### config.mk
export PLATFORM = sky130hd
export DESIGN_NAME = reg_writeback_queue
export DESIGN_NICKNAME = d
export VERILOG_FILES = /design/src/rtl/reg_writeback_queue.sv
export SDC_FILE = /design/constraint.sdc
export NUM_CORES = 1
export LEC_CHECK = 0
export ABC_AREA = 1
export CAP_MARGIN = 20
export CORE_MARGIN = 2
export CORE_UTILIZATION = 45
export DETAILED_ROUTE_END_ITERATION = 10
export PLACE_DENSITY = 0.67
export SLEW_MARGIN = 0
export SYNTH_ARGS = -nofsm -noshare
export SYNTH_HDL_FRONTEND = slang
export SYNTH_SLANG_ARGS = --single-unit
### constraint.sdc
create_clock -name clk -period 5.7 [get_ports clk]
set_clock_uncertainty 0.2 [all_clocks]
set_input_delay 1.71 -clock clk [delete_from_list [all_inputs] [get_ports clk]]
set_output_delay 1.71 -clock clk [all_outputs]
set_load 0.05 [all_outputs]
### src/rtl/reg_writeback_queue.sv
// Writeback queue feeding the register file: merges ALU and load results in order and exposes a pending mask.
// Optional combinational forwarding ports are enabled with the WB_FORWARD_EN macro.
module reg_writeback_queue #(
    parameter int DEPTH = 4,
    parameter int AW    = 4,
    parameter int DW    = 32
) (
    input  logic                     clk,
    input  logic                     rst_n,
    input  logic                     alu_valid,
    input  logic [AW-1:0]            alu_dir,
    input  logic [DW-1:0]            alu_data,
    output logic                     alu_ready,
    input  logic                     ld_valid,
    input  logic [AW-1:0]            ld_dir,
    input  logic [DW-1:0]            ld_data,
    output logic                     ld_ready,
    output logic [AW-1:0]            wb_dir,
    output logic [DW-1:0]            wb_data,
    output logic                     wb_we_n,
    output logic [(1<<AW)-1:0]       pending,
`ifdef WB_FORWARD_EN
    input  logic [AW-1:0]            fwd_dir_a,
    input  logic [AW-1:0]            fwd_dir_b,
    output logic                     fwd_hit_a,
    output logic                     fwd_hit_b,
    output logic [DW-1:0]            fwd_data_a,
    output logic [DW-1:0]            fwd_data_b,
`endif
    output logic [$clog2(DEPTH):0]   count
);
    localparam int PW   = $clog2(DEPTH);
    localparam int CW   = PW + 1;
    localparam int NREG = 1 << AW;
    localparam logic [CW-1:0] FULL     = CW'(DEPTH);
    localparam logic [CW-1:0] ONE_LEFT = CW'(DEPTH - 1);
    localparam logic [CW-1:0] TWO_LEFT = CW'(DEPTH - 2);

    logic [AW-1:0] dir_q  [DEPTH];
    logic [AW-1:0] dir_d  [DEPTH];
    logic [DW-1:0] data_q [DEPTH];
    logic [DW-1:0] data_d [DEPTH];
    logic [PW-1:0] wp_q, wp_d, rp_q, rp_d;
    logic [CW-1:0] count_q, count_d;
    logic [AW-1:0] wb_dir_q, wb_dir_d;
    logic [DW-1:0] wb_data_q, wb_data_d;
    logic          wb_we_n_q, wb_we_n_d;
    logic          alu_acc, ld_acc, pop;
    logic [PW-1:0] ld_slot;

    // Readiness looks only at the registered occupancy, never at this cycle's pop.
    assign alu_ready = (count_q < FULL);
    assign ld_ready  = (count_q <= TWO_LEFT) || ((count_q == ONE_LEFT) && !alu_valid);
    assign alu_acc   = alu_valid && alu_ready;
    assign ld_acc    = ld_valid && ld_ready;
    assign pop       = (count_q != '0);
    assign ld_slot   = wp_q + PW'(alu_acc);

    always_comb begin
        dir_d     = dir_q;
        data_d    = data_q;
        wp_d      = wp_q + PW'(alu_acc) + PW'(ld_acc);
        rp_d      = rp_q;
        wb_dir_d  = wb_dir_q;
        wb_data_d = wb_data_q;
        wb_we_n_d = 1'b1;
        count_d   = count_q + CW'(alu_acc) + CW'(ld_acc) - CW'(pop);
        if (alu_acc) begin
            dir_d[wp_q]  = alu_dir;
            data_d[wp_q] = alu_data;
        end
        if (ld_acc) begin
            dir_d[ld_slot]  = ld_dir;
            data_d[ld_slot] = ld_data;
        end
        if (pop) begin
            wb_dir_d  = dir_q[rp_q];
            wb_data_d = data_q[rp_q];
            wb_we_n_d = 1'b0;
            rp_d      = rp_q + PW'(1);
        end
    end

    always_ff @(posedge clk or negedge rst_n) begin
        if (!rst_n) begin
            for (int i = 0; i < DEPTH; i++) begin
                dir_q[i]  <= '0;
                data_q[i] <= '0;
            end
            wp_q      <= '0;
            rp_q      <= '0;
            count_q   <= '0;
            wb_dir_q  <= '0;
            wb_data_q <= '0;
            wb_we_n_q <= 1'b1;
        end else begin
            dir_q     <= dir_d;
            data_q    <= data_d;
            wp_q      <= wp_d;
            rp_q      <= rp_d;
            count_q   <= count_d;
            wb_dir_q  <= wb_dir_d;
            wb_data_q <= wb_data_d;
            wb_we_n_q <= wb_we_n_d;
        end
    end

    // Hazard mask covers every occupied slot plus the write currently strobing.
    always_comb begin
        logic [PW-1:0] slot;
        slot    = '0;
        pending = '0;
        if (!wb_we_n_q) pending[wb_dir_q] = 1'b1;
        for (int i = 0; i < DEPTH; i++) begin
            slot = rp_q + PW'(i);
            if (CW'(i) < count_q) pending[dir_q[slot]] = 1'b1;
        end
    end

`ifdef WB_FORWARD_EN
    // Scan oldest to youngest so the youngest match overwrites older ones.
    always_comb begin
        logic [PW-1:0] slot;
        slot       = '0;
        fwd_hit_a  = 1'b0;
        fwd_hit_b  = 1'b0;
        fwd_data_a = '0;
        fwd_data_b = '0;
        if (!wb_we_n_q && (wb_dir_q == fwd_dir_a)) begin
            fwd_hit_a  = 1'b1;
            fwd_data_a = wb_data_q;
        end
        if (!wb_we_n_q && (wb_dir_q == fwd_dir_b)) begin
            fwd_hit_b  = 1'b1;
            fwd_data_b = wb_data_q;
        end
        for (int i = 0; i < DEPTH; i++) begin
            slot = rp_q + PW'(i);
            if ((CW'(i) < count_q) && (dir_q[slot] == fwd_dir_a)) begin
                fwd_hit_a  = 1'b1;
                fwd_data_a = data_q[slot];
            end
            if ((CW'(i) < count_q) && (dir_q[slot] == fwd_dir_b)) begin
                fwd_hit_b  = 1'b1;
                fwd_data_b = data_q[slot];
            end
        end
    end
`endif

    assign wb_dir  = wb_dir_q;
    assign wb_data = wb_data_q;
    assign wb_we_n = wb_we_n_q;
    assign count   = count_q;

    localparam int UNUSED_NREG = NREG;
endmodule
==> results.md, run 1 <==
- Die extent in x: 157 um
- Critical path capture point type: output pin
- Area grow syn2layout: 20.3%
- Antenna diode count: 0
- Detailed-router iteration count before antenna repair: 9
- Post-route setup TNS: 0 ns
- Setup repair after global routing missed its margin: no
- Die area: around 25000 um^2
- Number of different library cells in the post-synthesis netlist: 30
- Setup violators final: 0
- Post-CTS setup buffer count: 0
- Total Power Consumption: 8.36 mW
- Crit-path slowest cell: sky130_fd_sc_hd__clkdlybuf4s50_1
- Achievable frequency: 0.194 GHz
- Number of synthesis warnings: 0
- Worst hold-check path type: reg2reg
- Number of sinks driven by the clock tree: 188
- DR vias: 9918
- Dpl hpwl: 18300 um
- Sequential cell area: 4710 um^2
- Final Hold Fails: 0
- IR drop worst, VDD: 0.334 mV
- Final critical delay including setup and external delays: 5.15 ns
- Post-route design area: 12600 um^2
- Average routed wire per standard cell: 15.3 um
- Total buffers and inverters traversed by the critical path: 3
- Fillers: 2200
- Number of nets in the synthesized netlist: ~1600
- Count of nets after finishing: 1671
- Fraction of layout cells with a size suffix above 1: roughly 4.2%
- Crit start category: flop
- Clk Tree Root Cell: sky130_fd_sc_hd__clkbuf_16
- CTS H-tree depth: 4
- Std cell rows: between 50 and 60
- Slew Limit Headroom: 36.1%
- Area of combinational cells with multiple inputs: 5020 um^2
- Period Utilization, post-route: 90.3%
- Data required, critical path: around 3.8 ns
- Kind of cell with the highest combined delay on the critical path: simple AND/OR/NAND/NOR gates
- Number of buffers inserted by hold repair at cts: 0
- Final Max Tran Viols: 0
- Crit path top cell by count: sky130_fd_sc_hd__nand2_1
- Seq cells post-synth: 188
- Clock latency at the later pin of the worst-skew pair: 0.43 ns
- Starting DRT DRC Count: 841
- Most frequent cells in the layout: sky130_fd_sc_hd__nand2_1, sky130_fd_sc_hd__o21ai_0, sky130_fd_sc_hd__dfrtp_1
- Tightest Pin Transition: approximately 0.96 ns
- Placer congestion estimate: 0.888
- Cell-by-cell trace of the critical path: inv_2 -> nand2_1 -> nand2_1 -> nand2_1 -> nand2_1 -> inv_1 -> nand3_1 -> nor2_1 -> nor2_1 -> nand2_1 -> clkdlybuf4s50_1
- Pin count of the biggest net entering global routing: 120
- IO buf count: 133
- Starting utilization of the core area: 46.0%
- Cell count after synthesis: 1504
- Crit Path Max Fanout: 20
- Seq/Total Area, Yosys: 44.9%
- Commonest non-fill, non-tap cell in the layout: sky130_fd_sc_hd__nand2_1
- Mean post-synth cell area: 6.96 um^2
- Power density relative to cell area: 664 nW/um^2
- Resized Gates After CTS: 0
- CTS Buf Count: 17
- First-pass GRT wire length: 48400 um
- Worst Path Arrival: roughly 3.2 ns
- Total routing usage reported by global routing: between 20% and 30%
- Maximum cell stage delay along the critical path: 0.79 ns
- MaxCap Viol Count: 0
- Gr ovfl total: 0
- Result of the run: complete, no violations
- Number of remaining DRC errors: 0
- Initial antenna violation count: 0
- Clock-pin slew on the worst setup and hold paths: 0.07 ns
- Cell area after synthesis: 10500 um^2
- Chip height: 157 um
- Total Wirelength: 29300 um
- Category of the most critical setup path: reg2out
- Number of placed I/O pins: around 130
- Avg Vias per Cell: 5.18
- Floorplan core area: approximately 23000 um^2
- Number of global-route vias before repair: 9373
- Instance area at placement: 12000 um^2
- DRT antenna net count: 0
- CTS tree: built
- Reported leakage power: slightly above 6 nW
- Clock buffer depth: 2
Yosys cell counts:
| cell | instances | area share (%) |
|---|---|---|
| sky130_fd_sc_hd__nand2_1 | 560 | 20 |
| sky130_fd_sc_hd__o21ai_0 | 244 | 12 |
| sky130_fd_sc_hd__dfrtp_1 | 187 | 45 |
| sky130_fd_sc_hd__nor2_1 | 139 | 5.0 |
| sky130_fd_sc_hd__inv_1 | 108 | 3.9 |
| sky130_fd_sc_hd__clkbuf_1 | 51 | 1.8 |
| sky130_fd_sc_hd__a21oi_1 | 38 | 1.8 |
| sky130_fd_sc_hd__nand3_1 | 29 | 1.4 |
| sky130_fd_sc_hd__a22oi_1 | 28 | 2.0 |
| sky130_fd_sc_hd__buf_2 | 27 | 1.3 |
| sky130_fd_sc_hd__o21ai_1 | 24 | 1.1 |
| sky130_fd_sc_hd__nand4_1 | 20 | 1.2 |
| sky130_fd_sc_hd__a31oi_1 | 14 | 0.84 |
| sky130_fd_sc_hd__ha_1 | 5 | 0.60 |
| sky130_fd_sc_hd__nor3_1 | 5 | 0.24 |
| sky130_fd_sc_hd__clkbuf_2 | 4 | 0.19 |
| sky130_fd_sc_hd__buf_1 | 3 | 0.11 |
| sky130_fd_sc_hd__inv_2 | 3 | 0.11 |
| sky130_fd_sc_hd__fa_1 | 2 | 0.38 |
| sky130_fd_sc_hd__nand3_2 | 2 | 0.19 |
| sky130_fd_sc_hd__xnor2_1 | 2 | 0.17 |
| sky130_fd_sc_hd__a21oi_4 | 1 | 0.16 |
| sky130_fd_sc_hd__dfstp_2 | 1 | 0.25 |
| sky130_fd_sc_hd__nand2_2 | 1 | 0.060 |
| sky130_fd_sc_hd__nand2_4 | 1 | 0.11 |
| sky130_fd_sc_hd__nand3b_4 | 1 | 0.19 |
| sky130_fd_sc_hd__nor2_4 | 1 | 0.11 |
| sky130_fd_sc_hd__nor3_4 | 1 | 0.16 |
| sky130_fd_sc_hd__xnor2_2 | 1 | 0.16 |
| sky130_fd_sc_hd__xor2_1 | 1 | 0.084 |
per-stage QoR:
stage / hold WS (ns) / cells / worst slack, ns / utilization (%)
final: 0.281 / 1913 / 0.552 / 55.3
after global routing: 0.303 / 1913 / 0.277 / 55.3
after CTS: 0.284 / 1913 / 0.586 / 55.3
after detailed placement: 0.266 / 1882 / 0.609 / 52.7
after global placement: 0.269 / 1882 / 0.606 / 52.7
after floorplan: 0.331 / 1504 / 1.50 / -
final timing paths:
path	endpoint	from	depth (start not counted)	slack, ns
setup reg to reg	data_q[78]$_DFF_PN0_	count[2]$_DFF_PN0_	9	2.83
max in group asynchronous	wb_we_n$_DFF_PN1_	rst_n	2	2.98
setup / recovery	pending[2]	rp_q[1]$_DFFE_PN0N_	11	0.55
min in group asynchronous	data_q[16]$_DFF_PN0_	rst_n	1	1.23
hold reg to reg	wb_data[27]$_DFFE_PN0N_	wb_data[27]$_DFFE_PN0N_	2	0.28
hold / removal	wb_data[27]$_DFFE_PN0N_	wb_data[27]$_DFFE_PN0N_	2	0.28
per-layer routing:
metal,GRT usage [%],share of wire (%),up-vias
met5,0,0,-
li1,-,-,4992
met1,35.4,46,4610
met3,2.88,5.6,20
met4,6.20,1.2,0
met2,41.1,47,296
flip-flops by register name (all words and copies together), names as in the netlist:
| signal | count |
|---|---|
| dir_q | 16 |
| rp_q | 2 |
| wb_we_n | 1 |
| data_q | 128 |
| wb_dir | 4 |
| wb_data | 32 |
| wp_q | 2 |
| count | 3 |
power by group:
group	total [mW]	internal, mW	switching, mW
Clock	1.20	0.674	0.527
Combinational	4.80	1.54	3.26
Sequential	2.36	1.98	0.386
cell families after synthesis:
logic type                 Yosys count  share of synthesized area, %
AOI/OAI and AO/OA                  349                          17.6
xor gates and xnor gates             4                         0.406
adders and majority gates            7                         0.979
buffers and inverters              196                          7.39
DFF                                188                          44.9
and+or+nand+nor                    760                          28.7
area by class of cell:
| cell class | instances | area share [%] |
|---|---|---|
| Multi-Input combinational cell | 1120 | 39.8 |
| Inverter | 111 | 3.31 |
| Clock buffer | 20 | 3.62 |
| Clock inverter | 11 | 1.06 |
| Timing Repair Buffer | 150 | 11.7 |
| Sequential cell | 188 | 37.3 |
| Tap cell | 313 | 3.11 |
tightest hold or removal path, cell delays in order (launching register included):
cell and delay (ns):
sky130_fd_sc_hd__dfrtp_1 0.34, sky130_fd_sc_hd__nand2_1 0.06, sky130_fd_sc_hd__nand2_1 0.06
Power figures use the tool's default switching activity.
==> run 2, diff against run 1 <==
PLACE_DENSITY = 0.75   (was 0.67)
clock period = 4.2 ns   (was 5.7 ns; I/O delays follow)
==> run 2 against run 1 <==
Core utilization is 1.0 points higher. Largest power group unchanged. Sequential share of layout area is 0.68 points lower. Combinational power is 47% higher. Non-clock buffer count is 7 higher. Global-route usage is 0.21 points lower. Highest routed layer unchanged. Via count is 1.8% higher. Clock-buffer cell count is 5 higher. Worst setup slack worse by 0.24 ns. Critical path depth is 1 lower. Sequential cell count stayed put.
==> results.md, run 2 (synthesis gave the netlist of run 1 again) <==
- Result of the run: complete, no violations
- DR vias: 10100 (+1.8%)
- Total Wirelength: 29500 um (+0.65%)
- CTS Buf Count: 17 (unchanged)
- Cell-by-cell trace of the critical path: inv_1 -> ha_1 -> nand2_1 -> nand3_1 -> nor2_1 -> nand2_1 -> nand2_1 -> nor2_1 -> nand2_1 -> buf_12
- CTS H-tree depth: 4 (unchanged)
- Dpl hpwl: 19100 um (+4.9%)
- Reported leakage power: 6.23 nW (+2.4%)
- Gr ovfl total: 0 (unchanged)
- Starting DRT DRC Count: 861 (+2.4%)
- Initial antenna violation count: 0 (unchanged)
- MaxCap Viol Count: 0 (unchanged)
- Chip height: 157 um (unchanged)
- Floorplan core area: 22800 um^2 (unchanged)
- Count of nets after finishing: 1678 (+0.42%)
- Clock-pin slew on the worst setup and hold paths: 0.07 ns (about the same)
- Commonest non-fill, non-tap cell in the layout: sky130_fd_sc_hd__nand2_1
- Final Max Tran Viols: 0 (unchanged)
- Fin util: 56.4% (+1.0 points)
- Fraction of layout cells with a size suffix above 1: 5.60% (+1.4 points)
- Die extent in x: 157 um (unchanged)
- Detailed-router iteration count before antenna repair: 6 (-3)
- Post-route design area: 12800 um^2 (+1.9%)
- Placer congestion estimate: 0.884 (-0.43%)
- DRT antenna net count: 0 (unchanged)
- Fillers: 2104 (-4.4%)
- Number of global-route vias before repair: 9430 (+0.61%)
- IO buf count: 133 (unchanged)
- Number of buffers inserted by hold repair at cts: 0 (unchanged)
- Crit-path slowest cell: sky130_fd_sc_hd__dfrtp_1
- Number of standard cells in the layout, taps in and fillers out: 1919 (+0.31%)
- Maximum cell stage delay along the critical path: 0.53 ns (-0.26 ns)
- Std cell rows: 55 (unchanged)
- First-pass GRT wire length: 48000 um (-0.95%)
- Cells after DPL: 1889 (+0.37%)
- CTS tree: built
- Final critical delay including setup and external delays: 3.89 ns
- IR drop worst, VDD: 0.591 mV (+77%)
- Average routed wire per standard cell: 15.4 um (+0.33%)
- Number of flip-flops in the largest register: 128 (unchanged)
- Final Hold Fails: 0 (unchanged)
- Antenna diode count: 0 (unchanged)
- Pin count of the biggest net entering global routing: 92 (-23%)
- Achievable frequency: 0.257 GHz
- Largest reg by FF count: data_q
- Slew Limit Headroom: 41.5% (+5.4 points)
- Post-route setup TNS: 0 ns (unchanged)
- Total buffers and inverters traversed by the critical path: 2 (-1)
- Avg Vias per Cell: 5.26 (+1.4%)
- Number of sinks driven by the clock tree: 188 (unchanged)
- Crit Path Max Fanout: 8 (-60%)
- Worst Path Arrival: 2.43 ns (-0.81 ns)
- Setup repair after global routing missed its margin: no
- Critical path capture point type: output pin
- Clock buffer depth: 2 (unchanged)
- Crit start category: flop
- Tightest Pin Transition: 0.876 ns (-0.0819 ns)
- Crit path top cell by count: sky130_fd_sc_hd__nand2_1
- Area grow syn2layout: 22.6%
- Kind of cell with the highest combined delay on the critical path: simple AND/OR/NAND/NOR gates
- Most frequent cells in the layout: sky130_fd_sc_hd__nand2_1, sky130_fd_sc_hd__o21ai_0, sky130_fd_sc_hd__dfrtp_1
- Number of remaining DRC errors: 0 (unchanged)
- Number of placed I/O pins: 134 (unchanged)
- Worst-case hold slack: 0.284 ns (+0.00381 ns)
- Data required, critical path: 2.74 ns (-1.05 ns)
- Starting utilization of the core area: 46.0% (unchanged)
- Power density relative to cell area: 923 nW/um^2 (+39%)
- Clk Tree Root Cell: sky130_fd_sc_hd__clkbuf_16
- Category of the most critical setup path: reg2out
- Die area: 24500 um^2 (unchanged)
- Period Utilization, post-route: between 90% and 100%
- Instance area at placement: 12300 um^2 (+2.2%)
- Setup violators final: 0 (unchanged)
- Total routing usage reported by global routing: 24.8% (-0.21 points)
- Clock latency at the later pin of the worst-skew pair: 0.43 ns (about the same)
- Worst hold-check path type: reg2reg
==> run 2: stage by stage <==
stage          setup WS, ns  power (mW)
2_1_floorplan         0.454        7.83
3_3_place_gp          0.593        10.1
3_5_place_dp          0.545        10.3
4_1_cts               0.146        11.9
5_1_grt              0.0600        12.8
6_report              0.314        11.8
==> run 2: repair_timing <==
action | 4_1_cts | 5_1_grt
setup buffers | 0 | 0
endpoints found under the setup margin | 0 | 16
gates resized for setup | 0 | 2
==> run 2: cell type report <==
| class | instances | area [um^2] | area share [%] |
|---|---|---|---|
| multi-input cells | 1120 | 5020 | 39.1 |
| flip-flops and latches | 188 | 4710 | 36.7 |
| repair buffers | 157 | 1740 | 13.5 |
| clock buffers | 25 | 505 | 3.94 |
| inverters | 111 | 417 | 3.25 |
| well taps | 313 | 392 | 3.05 |
| clock inverters | 5 | 58.8 | 0.458 |
==> run 2: worst paths after layout <==
path | cells past startpoint | slack [ns] | startpoint | end
max in group asynchronous | 2 | 2.27 | rst_n | wb_we_n$_DFF_PN1_
hold / removal | 2 | 0.28 | wb_data[29]$_DFFE_PN0N_ | wb_data[29]$_DFFE_PN0N_
setup reg to reg | 7 | 1.52 | count[2]$_DFF_PN0_ | count[1]$_DFF_PN0_
hold reg to reg | 2 | 0.28 | wb_data[29]$_DFFE_PN0N_ | wb_data[29]$_DFFE_PN0N_
setup / recovery | 10 | 0.31 | count[2]$_DFF_PN0_ | pending[5]
min in group asynchronous | 1 | 0.67 | rst_n | data_q[77]$_DFF_PN0_
==> run 2: per-layer routing <==
layer,wire length (um),vias up,global-route usage [%]
met5,0,-,0
met4,514,0,6.82
met3,2160,50,3.88
met2,13700,394,40.5
met1,13100,4638,34.3
li1,-,5010,-
==> run 2: worst register-to-register path, delay by kind of cell, from the launching register on <==
| kind | cells | cell delay, ns |
|---|---|---|
| and+or+nand+nor | 1 | 0.21 |
| adders and majority gates | 3 | 1.10 |
| DFF | 1 | 0.49 |
| buffers and inverters | 3 | 0.56 |
==> run 2: where the power goes <==
group | internal, mW | leakage [nW] | switching (mW) | total, mW
logic | 2.49 | 3.60 | 4.56 | 7.05
clock network | 0.890 | 0.271 | 0.666 | 1.56
registers | 2.68 | 2.36 | 0.549 | 3.23
